[src/rtl/dmem_arbiter_pkg.sv]
// dmem_pkg: shared types and constants for the data-memory arbiter.
//   SIZE_B/H/W  : legal transfer sizes in bytes
//   port_idx_t  : requester index (0 = load/store unit, 1 = DMA/debug)
//   dmem_req_t  : one requester's access as seen after the grant mux
//   resp_pipe_t : the single registered response stage
package dmem_pkg;

   localparam logic [2:0] SIZE_B = 3'd1;
   localparam logic [2:0] SIZE_H = 3'd2;
   localparam logic [2:0] SIZE_W = 3'd4;

   typedef logic port_idx_t;

   typedef struct packed {
      logic        write;
      logic [2:0]  size;
      logic        unsgn;
      logic [31:0] addr;
      logic [31:0] wdata;
   } dmem_req_t;

   typedef struct packed {
      logic      vld;
      port_idx_t port;
      logic      err;
      logic      was_read;
   } resp_pipe_t;

endpackage

[src/rtl/dmem_arbiter_if.sv]
// dmem_arbiter_if: requester and memory-side bus of the data-memory arbiter.
//   Per-port request/response signals are packed [1:0] arrays indexed by port.
//   slave  : the arbiter (consumes requests and r_data, drives everything else)
//   master : requesters plus the memory (drive requests and r_data)
interface dmem_arbiter_if;

   logic [1:0]       req_valid;
   logic [1:0]       req_ready;
   logic [1:0]       req_write;
   logic [1:0][2:0]  req_size;
   logic [1:0]       req_unsigned;
   logic [1:0][31:0] req_addr;
   logic [1:0][31:0] req_wdata;
   logic [1:0]       resp_valid;
   logic [1:0]       resp_err;
   logic [1:0][31:0] resp_data;

   logic             mem_write;
   logic             mem_read;
   logic             is_unsigned;
   logic [2:0]       xfer_size;
   logic [31:0]      address;
   logic [31:0]      w_data;
   logic [31:0]      r_data;

   modport slave (
      input  req_valid, req_write, req_size, req_unsigned, req_addr, req_wdata, r_data,
      output req_ready, resp_valid, resp_err, resp_data,
             mem_write, mem_read, is_unsigned, xfer_size, address, w_data
   );

   modport master (
      output req_valid, req_write, req_size, req_unsigned, req_addr, req_wdata, r_data,
      input  req_ready, resp_valid, resp_err, resp_data,
             mem_write, mem_read, is_unsigned, xfer_size, address, w_data
   );

endinterface

[src/rtl/dmem_arbiter_align_check.sv]
// dmem_align_check: combinational legality check of one access.
//   size_i : transfer size in bytes
//   addr_i : byte address
//   err_o  : 1 when the size is illegal, the address is misaligned for the
//            size, or any address bit at or above ADDR_BITS is set
module dmem_align_check
   import dmem_pkg::*;
#(
   parameter int ADDR_BITS = 12
) (
   input  logic [2:0]  size_i,
   input  logic [31:0] addr_i,
   output logic        err_o
);

   always_comb begin
      err_o = 1'b1;
      case (size_i)
         SIZE_B:  err_o = 1'b0;
         SIZE_H:  err_o = addr_i[0];
         SIZE_W:  err_o = |addr_i[1:0];
         default: err_o = 1'b1;
      endcase
      if (|addr_i[31:ADDR_BITS]) err_o = 1'b1;
   end

endmodule

[src/rtl/dmem_arbiter.sv]
// dmem_arbiter: two-port arbiter/sequencer for the single-ported data memory.
//   clk, rst_n : clock, asynchronous active-low reset
//   bus        : dmem_arbiter_if.slave -- requests/responses for ports 0 and 1
//                plus the memory control bus (combinational from the grant)
// One request is accepted per cycle. Illegal accesses are answered with
// resp_err and never reach the memory. The response for an access accepted in
// cycle N appears in N+1 on the owning port, with r_data forwarded for loads.
// Build option: DMEM_ARB_RR_EN selects round-robin arbitration; otherwise
// port 0 has fixed priority.
module dmem_arbiter
   import dmem_pkg::*;
#(
   parameter int ADDR_BITS = 12
) (
   input  logic           clk,
   input  logic           rst_n,
   dmem_arbiter_if.slave  bus
);

   port_idx_t  gnt;
   logic       accept;
   logic       err;
   logic       legal;
   dmem_req_t  req;
   resp_pipe_t pipe_d, pipe_q;

`ifdef DMEM_ARB_RR_EN
   // Last-grant register; resets to 1 so port 0 wins the first contention.
   port_idx_t last_q;

   assign gnt = (&bus.req_valid) ? ~last_q : bus.req_valid[1];

   always_ff @(posedge clk or negedge rst_n) begin
      if (!rst_n)      last_q <= 1'b1;
      else if (accept) last_q <= gnt;
   end
`else
   assign gnt = ~bus.req_valid[0];
`endif

   // Ready is gated by rst_n so nothing is accepted while reset is held.
   assign accept = rst_n && bus.req_valid[gnt];

   always_comb begin
      bus.req_ready      = '0;
      bus.req_ready[gnt] = accept;
   end

   assign req = '{write: bus.req_write[gnt],
                  size:  bus.req_size[gnt],
                  unsgn: bus.req_unsigned[gnt],
                  addr:  bus.req_addr[gnt],
                  wdata: bus.req_wdata[gnt]};

   dmem_align_check #(.ADDR_BITS(ADDR_BITS)) u_chk (
      .size_i (req.size),
      .addr_i (req.addr),
      .err_o  (err)
   );

   assign legal = accept && !err;

   always_comb begin
      bus.mem_read    = legal && !req.write;
      bus.mem_write   = legal &&  req.write;
      bus.is_unsigned = legal ? req.unsgn : 1'b0;
      bus.xfer_size   = legal ? req.size  : 3'd0;
      bus.address     = legal ? req.addr  : 32'd0;
      bus.w_data      = legal ? req.wdata : 32'd0;
   end

   always_comb begin
      pipe_d = '0;
      if (accept) pipe_d = '{vld: 1'b1, port: gnt, err: err, was_read: legal && !req.write};
   end

   always_ff @(posedge clk or negedge rst_n) begin
      if (!rst_n) pipe_q <= '0;
      else        pipe_q <= pipe_d;
   end

   always_comb begin
      bus.resp_valid = '0;
      bus.resp_err   = '0;
      bus.resp_data  = '0;
      for (int p = 0; p < 2; p++) begin
         if (pipe_q.vld && (pipe_q.port == port_idx_t'(p))) begin
            bus.resp_valid[p] = 1'b1;
            bus.resp_err[p]   = pipe_q.err;
            bus.resp_data[p]  = pipe_q.was_read ? bus.r_data : 32'd0;
         end
      end
   end

endmodule

[src/flat_wrapper.sv]
// flat-port wrapper written by rule: the top's interface ports become plain ports
module dmem_arbiter_flat import dmem_pkg::*;
#(
   parameter int ADDR_BITS = 12
)
  (clk, rst_n, bus_req_valid, bus_req_write, bus_req_size, bus_req_unsigned, bus_req_addr, bus_req_wdata, bus_r_data, bus_req_ready, bus_resp_valid, bus_resp_err, bus_resp_data, bus_mem_write, bus_mem_read, bus_is_unsigned, bus_xfer_size, bus_address, bus_w_data);
  dmem_arbiter_if bus_i ();
  input  logic clk;
  input  logic rst_n;
  input wire logic [$bits(bus_i.req_valid)-1:0] bus_req_valid;
  input wire logic [$bits(bus_i.req_write)-1:0] bus_req_write;
  input wire logic [$bits(bus_i.req_size)-1:0] bus_req_size;
  input wire logic [$bits(bus_i.req_unsigned)-1:0] bus_req_unsigned;
  input wire logic [$bits(bus_i.req_addr)-1:0] bus_req_addr;
  input wire logic [$bits(bus_i.req_wdata)-1:0] bus_req_wdata;
  input wire logic [$bits(bus_i.r_data)-1:0] bus_r_data;
  output wire logic [$bits(bus_i.req_ready)-1:0] bus_req_ready;
  output wire logic [$bits(bus_i.resp_valid)-1:0] bus_resp_valid;
  output wire logic [$bits(bus_i.resp_err)-1:0] bus_resp_err;
  output wire logic [$bits(bus_i.resp_data)-1:0] bus_resp_data;
  output wire logic [$bits(bus_i.mem_write)-1:0] bus_mem_write;
  output wire logic [$bits(bus_i.mem_read)-1:0] bus_mem_read;
  output wire logic [$bits(bus_i.is_unsigned)-1:0] bus_is_unsigned;
  output wire logic [$bits(bus_i.xfer_size)-1:0] bus_xfer_size;
  output wire logic [$bits(bus_i.address)-1:0] bus_address;
  output wire logic [$bits(bus_i.w_data)-1:0] bus_w_data;
  assign bus_i.req_valid = bus_req_valid;
  assign bus_i.req_write = bus_req_write;
  assign bus_i.req_size = bus_req_size;
  assign bus_i.req_unsigned = bus_req_unsigned;
  assign bus_i.req_addr = bus_req_addr;
  assign bus_i.req_wdata = bus_req_wdata;
  assign bus_i.r_data = bus_r_data;
  assign bus_req_ready = bus_i.req_ready;
  assign bus_resp_valid = bus_i.resp_valid;
  assign bus_resp_err = bus_i.resp_err;
  assign bus_resp_data = bus_i.resp_data;
  assign bus_mem_write = bus_i.mem_write;
  assign bus_mem_read = bus_i.mem_read;
  assign bus_is_unsigned = bus_i.is_unsigned;
  assign bus_xfer_size = bus_i.xfer_size;
  assign bus_address = bus_i.address;
  assign bus_w_data = bus_i.w_data;
  dmem_arbiter #(.ADDR_BITS(ADDR_BITS)) u_core (.clk(clk), .rst_n(rst_n), .bus(bus_i));
endmodule
[config.mk]
export PLATFORM = sky130hd
export DESIGN_NAME = dmem_arbiter_flat
export DESIGN_NICKNAME = d
export VERILOG_FILES = /design/src/rtl/dmem_arbiter_pkg.sv /design/src/rtl/dmem_arbiter_if.sv /design/src/rtl/dmem_arbiter_align_check.sv /design/src/rtl/dmem_arbiter.sv /design/src/flat_wrapper.sv
export SDC_FILE = /design/constraint.sdc
export NUM_CORES = 1
export LEC_CHECK = 0
export BUFFER_PORTS_ARGS = -buffer_cell sky130_fd_sc_hd__buf_2
export CAP_MARGIN = 30
export CORE_AREA = 2 2 121 123
export CTS_CLUSTER_DIAMETER = 120
export DETAILED_ROUTE_END_ITERATION = 8
export DIE_AREA = 0 0 123 125
export PLACE_DENSITY = 0.46
export SLEW_MARGIN = 20
export SYNTH_ARGS = -nofsm -noshare
export SYNTH_HDL_FRONTEND = slang
export SYNTH_SLANG_ARGS = --single-unit
[constraint.sdc]
create_clock -name clk -period 4.3 [get_ports clk]
set_input_delay 0.645 -clock clk [delete_from_list [all_inputs] [get_ports clk]]
set_output_delay 0.645 -clock clk [all_outputs]
set_load 0.01 [all_outputs]
Word-level counts from Yosys, hierarchy flattened:

Cells that the tools add are included.

* flip-flop bits (word level): 4
* bits of input ports: 174
* output and inout port bits: 140

* order comparisons: 2
* eq/ne operators: 3
* muxes and demuxes: 28
* bitwise logic cells: 3
* reductions and logical operators: 11

Operators with widths (number)
* two-way mux 32 bit: 9
* OR reduction 20 bit: 1
* two-way mux 1 bit: 13
* two-way mux 3 bit: 3
* logical AND 1 bit: 7
* two-way mux 4 bit: 1
* equality test 3 x 1 -> 1 bit, second input constant: 1
* equality test 3 x 2 -> 1 bit, second input constant: 1
* equality test 3 bit, second input constant: 1
* case mux 1 bit (3 select lines): 1
* AND 2 bit: 1
* logical NOT 1 bit: 2
* < comparator 1 x 2 -> 1 bit, second input constant: 1
* inverter 1 bit: 2
* OR reduction 2 bit: 1
* demux 1 bit (select 1 bit): 1
* greater-or-equal comparator 1 bit, second input constant: 1

Logic depth before layout (Yosys ltp):

Gate-level depths: netlist of run 1.

* depth after elaboration: 10
* gate-level depth with buffers: 7
* depth with buffers taken out: 4

Cells and area by module:

A second synthesis of run 1 with hierarchy kept.

* cells, all modules: 435
* area total of the unflattened synthesis: 2357.3 µm²

By module, submodules not included
* dmem_arbiter: instances 1, cells each 424, area each 2273.4 µm², sequential area each 100.1 µm²
* dmem_align_check: instances 1, cells each 11, area each 83.8 µm², sequential area each 0.0 µm²

Least setup slack after synthesis of run 1:

No wires, ideal clock.

* path kind: input -> output
* from: input port bus_req_addr[56]
* to: output port bus_address[0]
* arrival time: 1998 ps
* required time: 3655 ps
* path slack: 1657 ps
* stages: 6
* path through: nor4_1 -> nand4_1 -> a221o_1 -> buf_4 -> buf_6 -> nor4_1

* longest elaborated chain between the ends: 7

Ends and longest elaborated chain
* from (decl): RTL line flat_wrapper.sv:14 `input wire logic [$bits(bus_i.req_addr)-1:0] bus_req_addr;`
* two-way mux 32 bit (not written as such) (2 in series): RTL line dmem_arbiter.sv:52 `addr: bus.req_addr[gnt],`
* OR reduction 20 bit: RTL line dmem_arbiter_align_check.sv:24 `if (|addr_i[31:ADDR_BITS]) err_o = 1'b1;`
* two-way mux 1 bit: RTL line dmem_arbiter_align_check.sv:24
* logical NOT 1 bit: RTL line dmem_arbiter.sv:61 `assign legal = accept && !err;`
* logical AND 1 bit: RTL line dmem_arbiter.sv:61
* two-way mux 32 bit: RTL line dmem_arbiter.sv:68 `bus.address = legal ? req.addr : 32'd0;`
* to (decl): RTL line flat_wrapper.sv:25 `output wire logic [$bits(bus_i.address)-1:0] bus_address;`

No other way between the ends. The select of a mux whose other input is x is not followed.

Worst setup path after layout of run 1:

* from: input port bus_req_valid[0]
* to: output port bus_w_data[12]

* longest elaborated chain between the ends: 8
* elaborated cells on any way between the ends: 19

Ends and longest elaborated chain
* from (decl): RTL line flat_wrapper.sv:10 `input wire logic [$bits(bus_i.req_valid)-1:0] bus_req_valid;`
* two-way mux 3 bit (not written as such) / two-way mux 32 bit (equally long branches) (2 in series): RTL line dmem_arbiter.sv:50, dmem_arbiter.sv:52
* equality test 3 bit, or another cell as far along: RTL line dmem_arbiter_align_check.sv:18 `case (size_i)`
* case mux 1 bit (3 select lines): RTL line dmem_arbiter_align_check.sv:18
* two-way mux 1 bit: RTL line dmem_arbiter_align_check.sv:24
* logical NOT 1 bit: RTL line dmem_arbiter.sv:61
* logical AND 1 bit: RTL line dmem_arbiter.sv:61
* two-way mux 32 bit (*): RTL line dmem_arbiter.sv:69 `bus.w_data = legal ? req.wdata : 32'd0;`
* to (decl): RTL line flat_wrapper.sv:26 `output wire logic [$bits(bus_i.w_data)-1:0] bus_w_data;`

Every way passes the cells marked *; elsewhere a longest branch is shown, timed or not. The select of a mux whose other input is x is not followed.

==> summary.md, run 1 <==
| Metric | Value |
|---|---|
| Post-CTS Hold Fix Bufs | 0 |
| Hold_ws | 242 ps |
| CP Data Required Time | 3650 ps |
| Seq/Total Area, Yosys | 4.57% |
| Status | complete, no violations |
| Sw frac | 37.1% |
| Yosys reg bits | 4 |
| Nets | 740 |
| Fillcell total | 1615 |
| Slew Limit Fails | 0 |
| Most flops, register | u_core.pipe_q |
| Maximum clock frequency | 283 MHz |
| Clock power frac | 35.8% |
| First-pass GRT wire length | 15200 um |
| Syn Std Cell Area | 2190 sq um |
| Synth top area cells | nor4_2, mux2i_1, nor2_1 |
| Max-slew headroom | 62.7% |
| Hpwl dp | 8510 um |
| Share of layout cells above drive strength 1 | 63.8% |
| Chip height | 125 um |
| Via/cell ratio | 4.08 |
| Post-synth EDFFs | 0 |
| Pre-antenna DRT Iters | 4 |
| CTS sink cnt | 4 |
| Ys async rst share | 100% |
| Worst min-delay path category | input port to async pin |
| Area grow syn2layout | 74.0% |
| Period minus WS final | 3540 ps |
| I/O pin count | 314 |
| Detailed-route wire length | 10200 um |
| Most common cell in the netlist | nor2_1 |
| Crit share post-route | 82.3% |
| ANT cells | 0 |
| Yosys cell types | 31 |
| Port Buffers | 293 |
| Ys Warns | 0 |
| Synth top area share | 23.4% |
| Max_cap viols | 0 |
| Clock transition at the registers of the reported paths | 30 ps |
| Die area | 15400 sq um |
| Crit start category | input port |
| Commonest cells in the netlist | nor2_1, mux2i_1, nor4_2 |
| P_sw | 151 uW |
| Worst setup EP type | output port |
| P_int | 256 uW |
| Synthesized area per cell | 7.55 sq um |
| Initial antenna violation count | 0 |
| Max Buffers Root-to-Sink | 2 |
| Slew @ Worst Pin | 560 ps |
| Initial Util | 15.4% |
| Vias post-DR | 3055 |
| Row cnt | 44 |
| Leading area contributor after synthesis | nor4_2 |
| Pleak | 2.03 nW |
| Comb power frac | 54.2% |
| Share of total power in sequential cells | 9.9% |
| PwrDens | 107 nW/um^2 |
| Die Wd | 123 um |
| Crit Path Max Fanout | 33 |
| CP arrival | 2890 ps |
| DP Cell Count | 744 |
| Grt ovf | 0 |
| CTS tree | yes |
| DRC viols | 0 |
| Final Util | 26.8% |
| Synth Instances | 290 |
| DRT antenna net count | 0 |
| Top_reg_cell synth | dfrtp_1 |
| Initial DRC count | 60 |
| Vias in the first global route | 2970 |
| Critical path class | input port to output port |
| Setup violators final | 0 |
| Setup_tns | 0 ps |
| CTS H-tree depth | 1 |
| TritonCTS buffer count | 3 |
| Routability Congestion | 0.768 |
| Std-Cell Core Area | 14200 sq um |
| GRT Overall Usage | 12.3% |
| Largest regs | u_core.pipe_q (4) |
| Largest net degree at the start of global routing | 34 |
| VDD IR max | 92.1 uV |
| Root Buffer | clkbuf_16 |
| Max reg flops | 4 |
| Final Hold Viols | 0 |
| Post-route insts no fill | 748 |
| WL/cell | 13.6 um |
| RSZ-0062 raised after global routing | no |
| Post-CTS setup buffers | 0 |
| Post-CTS sizing | 0 |
[worst max-delay path: stages]
cell	delay, ps
buf_4	330
buf_4	310
mux2i_2	280
o211ai_1	130
o211a_4	440
buf_4	290
nor4_2	270
buf_2	180
[cells by family (layout without fill, tap and decap cells)]
group / count (synthesis) / count (layout) / share of synthesized area, %
AOI/OAI and AO/OA: 6 / 6 / 2.06
and+or+nand+nor: 173 / 173 / 52.6
DFF: 4 / 4 / 4.57
muxes: 49 / 49 / 22.6
other: 1 / 20 / 0.171
buffers and inverters: 57 / 312 / 18.0
[cell type report]
type                    instances  area (sq um)  share of cell area [%]
well taps                     184           230                    6.05
multi-input cells             248          1800                    47.2
repair buffers                306          1590                    41.9
inverters                       3          11.3                   0.296
flip-flops and latches          4           100                    2.63
clock buffers                   3          75.1                    1.97
[worst max-delay path by stage]
| stage | from | endpoint | slack (ps) | cells after the start |
|---|---|---|---|---|
| after detailed placement | bus_req_valid[0] | bus_w_data[16] | 680 | 7 |
| after global routing | bus_req_valid[0] | bus_w_data[16] | 540 | 8 |
| after CTS | bus_req_valid[0] | bus_w_data[16] | 670 | 7 |
| after floorplan | bus_req_addr[56] | bus_address[0] | 1660 | 6 |
| after global placement | bus_req_valid[0] | bus_w_data[21] | 750 | 8 |
| final | bus_req_valid[0] | bus_w_data[12] | 760 | 8 |
[per-layer routing]
| layer | global-route usage, % | share of wire [%] | vias to the layer above |
|---|---|---|---|
| met5 | 0 | 0 | - |
| met4 | 2.67 | 1.2 | 0 |
| met3 | 1.96 | 8.3 | 8 |
| met2 | 23.4 | 52 | 164 |
| met1 | 14.1 | 39 | 1345 |
| li1 | - | - | 1538 |
[stage by stage]
step	instance area, sq um	worst slack (ps)	total power, mW
final	3810	761	0.408
after global routing	3810	535	0.440
after CTS	3790	672	0.414
after detailed placement	3720	678	0.263
after global placement	3690	753	0.264
after floorplan	2260	1660	0.178
[cell usage in the layout (no fill, tap or decap)]
| master | n |
|---|---|
| a21oi_1 | 1 |
| a221o_4 | 1 |
| and2_1 | 2 |
| and3_1 | 1 |
| buf_16 | 1 |
| buf_2 | 292 |
| buf_4 | 12 |
| buf_8 | 1 |
| clkbuf_16 | 3 |
| conb_1 | 20 |
| dfrtp_1 | 4 |
| inv_1 | 3 |
| mux2_2 | 1 |
| mux2i_1 | 47 |
| mux2i_2 | 1 |
| nand2_1 | 35 |
| nand2b_1 | 1 |
| nand3b_1 | 1 |
| nand4_1 | 2 |
| nand4b_1 | 1 |
| nor2_1 | 67 |
| nor3_1 | 4 |
| nor3b_2 | 1 |
| nor4_1 | 12 |
| nor4_2 | 41 |
| nor4_4 | 4 |
| nor4b_1 | 1 |
| o211a_4 | 1 |
| o211ai_1 | 1 |
| o21a_1 | 1 |
| o21ai_4 | 1 |
[power by group through the flow]
stage	sequential [mW]	combinational, mW	clock, mW
2_1_floorplan	0.0407	0.138	0
3_3_place_gp	0.0410	0.223	0
3_5_place_dp	0.0410	0.222	0
4_1_cts	0.0406	0.223	0.151
5_1_grt	0.0407	0.245	0.154
6_report	0.0405	0.221	0.146
(Power assumes the default switching activity.)
==> run 2: changes to the inputs <==
--- a/config.mk
+++ b/config.mk
@@ -7,11 +7,11 @@
 export LEC_CHECK = 0
 export BUFFER_PORTS_ARGS = -buffer_cell sky130_fd_sc_hd__buf_2
 export CAP_MARGIN = 30
-export CORE_AREA = 2 2 121 123
+export CORE_AREA = 2 2 122 124
 export CTS_CLUSTER_DIAMETER = 120
 export DETAILED_ROUTE_END_ITERATION = 8
-export DIE_AREA = 0 0 123 125
-export PLACE_DENSITY = 0.46
+export DIE_AREA = 0 0 124 126
+export PLACE_DENSITY = 0.47
 export SLEW_MARGIN = 20
 export SYNTH_ARGS = -nofsm -noshare
 export SYNTH_HDL_FRONTEND = slang
==> constraint.sdc (replaced) <==
create_clock -name clk -period 3.1 [get_ports clk]
set_input_delay 0.465 -clock clk [delete_from_list [all_inputs] [get_ports clk]]
set_output_delay 0.465 -clock clk [all_outputs]
set_load 0.01 [all_outputs]
==> summary.md, run 2 (synthesis results as in run 1) <==
| Metric | Value |
|---|---|
| Slowest-stage cell, CP | a221o_4 |
| Slew Limit Fails | 0 (unchanged) |
| Comb power frac | 55.2% (+1.0 points) |
| VDD IR max | 92.5 uV (+0.47%) |
| Crit Path Max Fanout | 17 (-48%) |
| Crit share post-route | 94.4% |
| Slew @ Worst Pin | 595 ps (+35.8 ps) |
| Row cnt | 44 (unchanged) |
| Pre-CTS worst setup slack | 173 ps (-505 ps) |
| Worst min-delay path category | input port to async pin |
| Largest regs | u_core.pipe_q (4) |
| Hpwl dp | 8540 um (+0.38%) |
| WL/cell | 13.5 um (-0.37%) |
| TritonCTS buffer count | 3 (unchanged) |
| Initial Util | 15.3% (-0.12 points) |
| DRT antenna net count | 0 (unchanged) |
| Most frequent cells in the layout | buf_2, nor2_1, mux2i_1, nor4_2, nand2_1 |
| Crit start category | input port |
| Commonest non-fill, non-tap cell in the layout | buf_2 |
| Final worst-path setup slack | 173 ps (-588 ps) |
| Maximum clock frequency | 342 MHz |
| Pre-antenna DRT Iters | 4 (unchanged) |
| Crit-path max cell delay | 630 ps (+190 ps) |
| Worst setup EP type | output port |
| Sw frac | 36.9% (-0.25 points) |
| Setup violators final | 0 (unchanged) |
| CTS sink cnt | 4 (unchanged) |
| Pleak | 2.05 nW (+0.55%) |
| Detailed-route wire length | 10100 um (-0.11%) |
| I/O pin count | 314 (unchanged) |
| Max reg flops | 4 (unchanged) |
| Hold_ws | 80.0 ps (-162 ps) |
| Vias post-DR | 3037 (-0.59%) |
| Post-CTS setup buffers | 0 (unchanged) |
| PwrDens | 148 nW/um^2 (+39%) |
| Max_cap viols | 0 (unchanged) |
| GRT Overall Usage | 11.8% (-0.47 points) |
| Most used cell, CP | buf_4 |
| Largest net degree at the start of global routing | 34 (unchanged) |
| Root Buffer | clkbuf_16 |
| CP arrival | 2460 ps (-430 ps) |
| Std-Cell Core Area | 14300 sq um (+0.78%) |
| DRC viols | 0 (unchanged) |
| Most flops, register | u_core.pipe_q |
| Period minus WS final | 2930 ps |
| First-pass GRT wire length | 14700 um (-3.3%) |
| Clock transition at the registers of the reported paths | 30 ps (about the same) |
| Die Wd | 124 um (+0.81%) |
| Chip height | 126 um (+0.80%) |
| Vias in the first global route | 2880 (-3.0%) |
| Share of layout cells above drive strength 1 | 64.0% (+0.13 points) |
| Die area | 15600 sq um (+1.6%) |
| CP Data Required Time | 2630 ps (-1020 ps) |
| Max Buffers Root-to-Sink | 2 (unchanged) |
| Port Buffers | 293 (unchanged) |
| Grt ovf | 0 (unchanged) |
| ANT cells | 0 (unchanged) |
| Initial DRC count | 95 (+58%) |
| P_int | 358 uW (+40%) |
| Routability Congestion | 0.736 (-4.2%) |
| P_sw | 209 uW (+38%) |
| Clock power frac | 34.9% (-0.9 points) |
| Area grow syn2layout | 74.6% |
| Crit path cell chain | buf_4 -> nor4_1 -> nand4_1 -> a221o_4 -> buf_4 -> nor4_2 -> buf_2 |
| Share of total power in sequential cells | 9.9% (about the same) |
| CTS tree | yes |
| Status | complete, no violations |
| RSZ-0062 raised after global routing | no |
| Post-CTS Hold Fix Bufs | 0 (unchanged) |
| CTS H-tree depth | 1 (unchanged) |
| Setup_tns | 0 ps (unchanged) |
| Max-slew headroom | 60.3% (-2.4 points) |
| Critical Path Start | bus_req_valid[0] |
| Nets | 742 (+0.27%) |
| Final Hold Viols | 0 (unchanged) |
| Post-CTS sizing | 0 (unchanged) |
| Via/cell ratio | 4.05 (-0.85%) |
| Initial antenna violation count | 0 (unchanged) |
| Critical path class | input port to output port |
[run 2: worst paths after layout]
kind	endpoint	slack (ps)	cells past startpoint
min in group clk	u_core.pipe_q[0]	600	3
max in group asynchronous	u_core.pipe_q[0]	2850	1
worst min-delay path	u_core.pipe_q[2]	80	1
worst max-delay path	bus_w_data[4]	170	7
[run 2: worst max-delay path, delay by kind of cell]
family | cells | cell delay (ps)
simple gates | 3 | 750
compound gates | 1 | 630
buf+inv | 3 | 610
[run 2: power groups by stage]
stage | clock [mW] | sequential, mW | combinational [mW]
floorplan | 0 | 0.0564 | 0.191
global placement | 0 | 0.0568 | 0.315
detailed placement | 0 | 0.0568 | 0.316
CTS | 0.200 | 0.0562 | 0.317
global route | 0.205 | 0.0567 | 0.343
finish | 0.198 | 0.0562 | 0.313
[run 2: cell type report]
type / count / area [sq um]
clock buffers: 3 / 75.1
multi-input cells: 248 / 1800
well taps: 184 / 230
inverters: 3 / 11.3
fillers: 1636 / 10500
repair buffers: 308 / 1610
flip-flops and latches: 4 / 100
[run 2: per-stage QoR]
stage / instances / area (sq um) / total power, mW / utilization [%]
after global routing: 750 / 3820 / 0.605 / 26.7
after floorplan: 309 / 2260 / 0.247 / -
after global placement: 747 / 3740 / 0.372 / 26.2
after detailed placement: 747 / 3740 / 0.373 / 26.2
after CTS: 750 / 3820 / 0.573 / 26.7
final: 750 / 3820 / 0.567 / 26.7
[run 2: layer usage]
layer	global-route usage (%)	vias to the layer above	share of wire, %
li1	-	1540	-
met4	1.78	0	0.56
met5	0	-	0
met3	2.08	4	9.4
met1	13.5	1319	38
met2	22.9	174	52
==> run 3: changes to the inputs <==
--- a/config.mk
+++ b/config.mk
@@ -7,12 +7,13 @@
 export LEC_CHECK = 0
 export BUFFER_PORTS_ARGS = -buffer_cell sky130_fd_sc_hd__buf_2
 export CAP_MARGIN = 30
-export CORE_AREA = 2 2 122 124
+export CORE_AREA = 8 8 117 119
 export CTS_CLUSTER_DIAMETER = 120
 export DETAILED_ROUTE_END_ITERATION = 8
-export DIE_AREA = 0 0 124 126
-export PLACE_DENSITY = 0.47
+export DIE_AREA = 0 0 125 127
+export PLACE_DENSITY = 0.57
 export SLEW_MARGIN = 20
 export SYNTH_ARGS = -nofsm -noshare
 export SYNTH_HDL_FRONTEND = slang
+export SYNTH_HIERARCHICAL = 1
 export SYNTH_SLANG_ARGS = --single-unit
==> summary.md, run 3 <==
| Metric | Value |
|---|---|
| Status | complete, no violations |
| Share of layout cells above drive strength 1 | 47.7% (-16 points) |
| Root Buffer | clkbuf_16 |
| Chip height | 127 um (+0.79%) |
| RSZ-0062 raised after global routing | no |
| Worst min-delay path category | input port to async pin |
| Slew Limit Fails | 0 (unchanged) |
| Nets | 878 (+18%) |
| DRT antenna net count | 0 (unchanged) |
| Sw frac | 31.9% (-5.0 points) |
| Setup violators final | 0 (unchanged) |
| Std-Cell Core Area | 11800 sq um (-17%) |
| Synthesized area per cell | 5.47 sq um (-27%) |
| Port Buffers | 313 (+6.8%) |
| GRT Overall Usage | 14.5% (+2.7 points) |
| Worst setup endpoint | bus_w_data[31] |
| Maximum clock frequency | 343 MHz (+0.27%) |
| Largest net degree at the start of global routing | 75 (+120%) |
| TritonCTS buffer count | 3 (unchanged) |
| Vias post-DR | 3787 (+25%) |
| ANT cells | 0 (unchanged) |
| Fin area | 4010 sq um (+5.1%) |
| Commonest non-fill, non-tap cell in the layout | buf_2 |
| Most frequent cells in the layout | buf_2, nand2_1, a21oi_1, nand3b_1, nor2_1 |
| Hpwl dp | 10800 um (+26%) |
| DRC viols | 0 (unchanged) |
| Initial Util | 19.2% (+3.9 points) |
| Crit share post-route | 94.2% (-0.26 points) |
| Max-slew headroom | 53.3% (-7.0 points) |
| Crit start category | input port |
| I/O pin count | 314 (unchanged) |
| Grt ovf | 0 (unchanged) |
| CP arrival | 2450 ps (about the same) |
| CTS H-tree depth | 1 (unchanged) |
| Period minus WS final | 2920 ps (-7.99 ps) |
| Max Buffers Root-to-Sink | 2 (unchanged) |
| Critical Path Start | bus_req_valid[0] |
| P_int | 359 uW (+0.32%) |
| Worst setup EP type | output port |
| Tot Pwr | 527 uW (-7.0%) |
| Pre-CTS worst setup slack | -66.0 ps (-239 ps) |
| CTS tree | yes |
| Final Hold Viols | 0 (unchanged) |
| Syn Std Cell Area | 2270 sq um (+3.5%) |
| Initial antenna violation count | 0 (unchanged) |
| First-pass GRT wire length | 19300 um (+32%) |
| Vias in the first global route | 3645 (+27%) |
| PwrDens | 131 nW/um^2 (-11%) |
| Synth Instances | 414 (+43%) |
| Via/cell ratio | 4.46 (+10%) |
| Clock transition at the registers of the reported paths | 30 ps (about the same) |
| Pre-antenna DRT Iters | 4 (unchanged) |
| Row cnt | 40 (-9.1%) |
| Largest regs | u_core/pipe_q (4) |
| Die area | 15900 sq um (+1.6%) |
| Final worst-path setup slack | 181 ps (+7.99 ps) |
| Slew @ Worst Pin | 701 ps (+106 ps) |
| Max_cap viols | 0 (unchanged) |
| P_sw | 168 uW (-19%) |
| Ys Warns | 6 (+6) |
| VDD IR max | 161 uV (+74%) |
| Placed Area | 3930 sq um (+4.8%) |
| Initial DRC count | 193 (+100%) |
| Most flops, register | u_core/pipe_q |
| CTS sink cnt | 4 (unchanged) |
| Detailed-route wire length | 12800 um (+26%) |
| Comb power frac | 51.3% (-3.9 points) |
| Post-Syn Nets | 588 |
| Clock power frac | 38.1% (+3.2 points) |
| WL/cell | 15.1 um (+11%) |
| CP Data Required Time | 2630 ps (about the same) |
| Crit Path Max Fanout | 35 (+18) |
| Share of total power in sequential cells | 10.6% (+0.7 points) |
| Routability Congestion | 0.801 (+8.8%) |
| Die Wd | 125 um (+0.81%) |
| Max reg flops | 4 (unchanged) |
| Area grow syn2layout | 77.1% |
| Critical path class | input port to output port |
| Pleak | 2.35 nW (+15%) |
## run 3: power groups by stage
stage / combinational [mW] / clock, mW / sequential [mW]
after floorplan: 0.134 / 0 / 0.0563
after global placement: 0.268 / 0 / 0.0565
after detailed placement: 0.270 / 0 / 0.0566
after CTS: 0.272 / 0.204 / 0.0560
after global routing: 0.303 / 0.209 / 0.0564
final: 0.270 / 0.201 / 0.0560
## run 3: worst max-delay path, stage by stage
cell and delay, ps:
buf_6 150, o21ai_0 290, or3b_1 400, a211oi_2 180, o2111ai_1 170, nand2b_4 220, buf_12 170, a21oi_1 200
buf_2 170
## run 3: worst min path at each step
stage,to,slack (ps),cells past startpoint
detailed placement,u_core/pipe_q[0],320,1
global route,u_core/pipe_q[0],90,1
CTS,u_core/pipe_q[0],80,1
finish,u_core/pipe_q[0],80,1
floorplan,u_core/pipe_q[0],170,0
global placement,u_core/pipe_q[0],310,1
## run 3: cell type report
type,count,area (sq um)
clock buffers,3,75.1
fillers,1339,7800
flip-flops and latches,4,100
multi-input cells,339,1810
repair buffers,328,1740
inverters,28,105
well taps,147,184
## run 3: per-stage QoR
stage               util (%)  TNS (ps)  hold WS [ps]  instances
floorplan                  -         0           169        414
global placement        33.2     -12.3           314        846
detailed placement      33.2     -96.6           316        846
CTS                     33.9         0          81.6        849
global route            34.0         0          93.8        849
finish                  34.0         0          81.4        849
## run 3: timing repair
item / CTS / global route
pin swaps: 0 / 0
endpoints found under the setup margin: 2 / 10
hold buffers: 0 / 0
setup buffers: 0 / 0
gates resized for setup: 1 / 2
## run 3: routing by layer
layer / vias to the layer above / share of wire (%) / GRT usage, %
li1: 1945 / - / -
met1: 1650 / 39 / 16.6
met2: 188 / 51 / 26.6
met3: 4 / 8.9 / 4.28
met4: 0 / 0.45 / 1.93
met5: - / 0 / 0
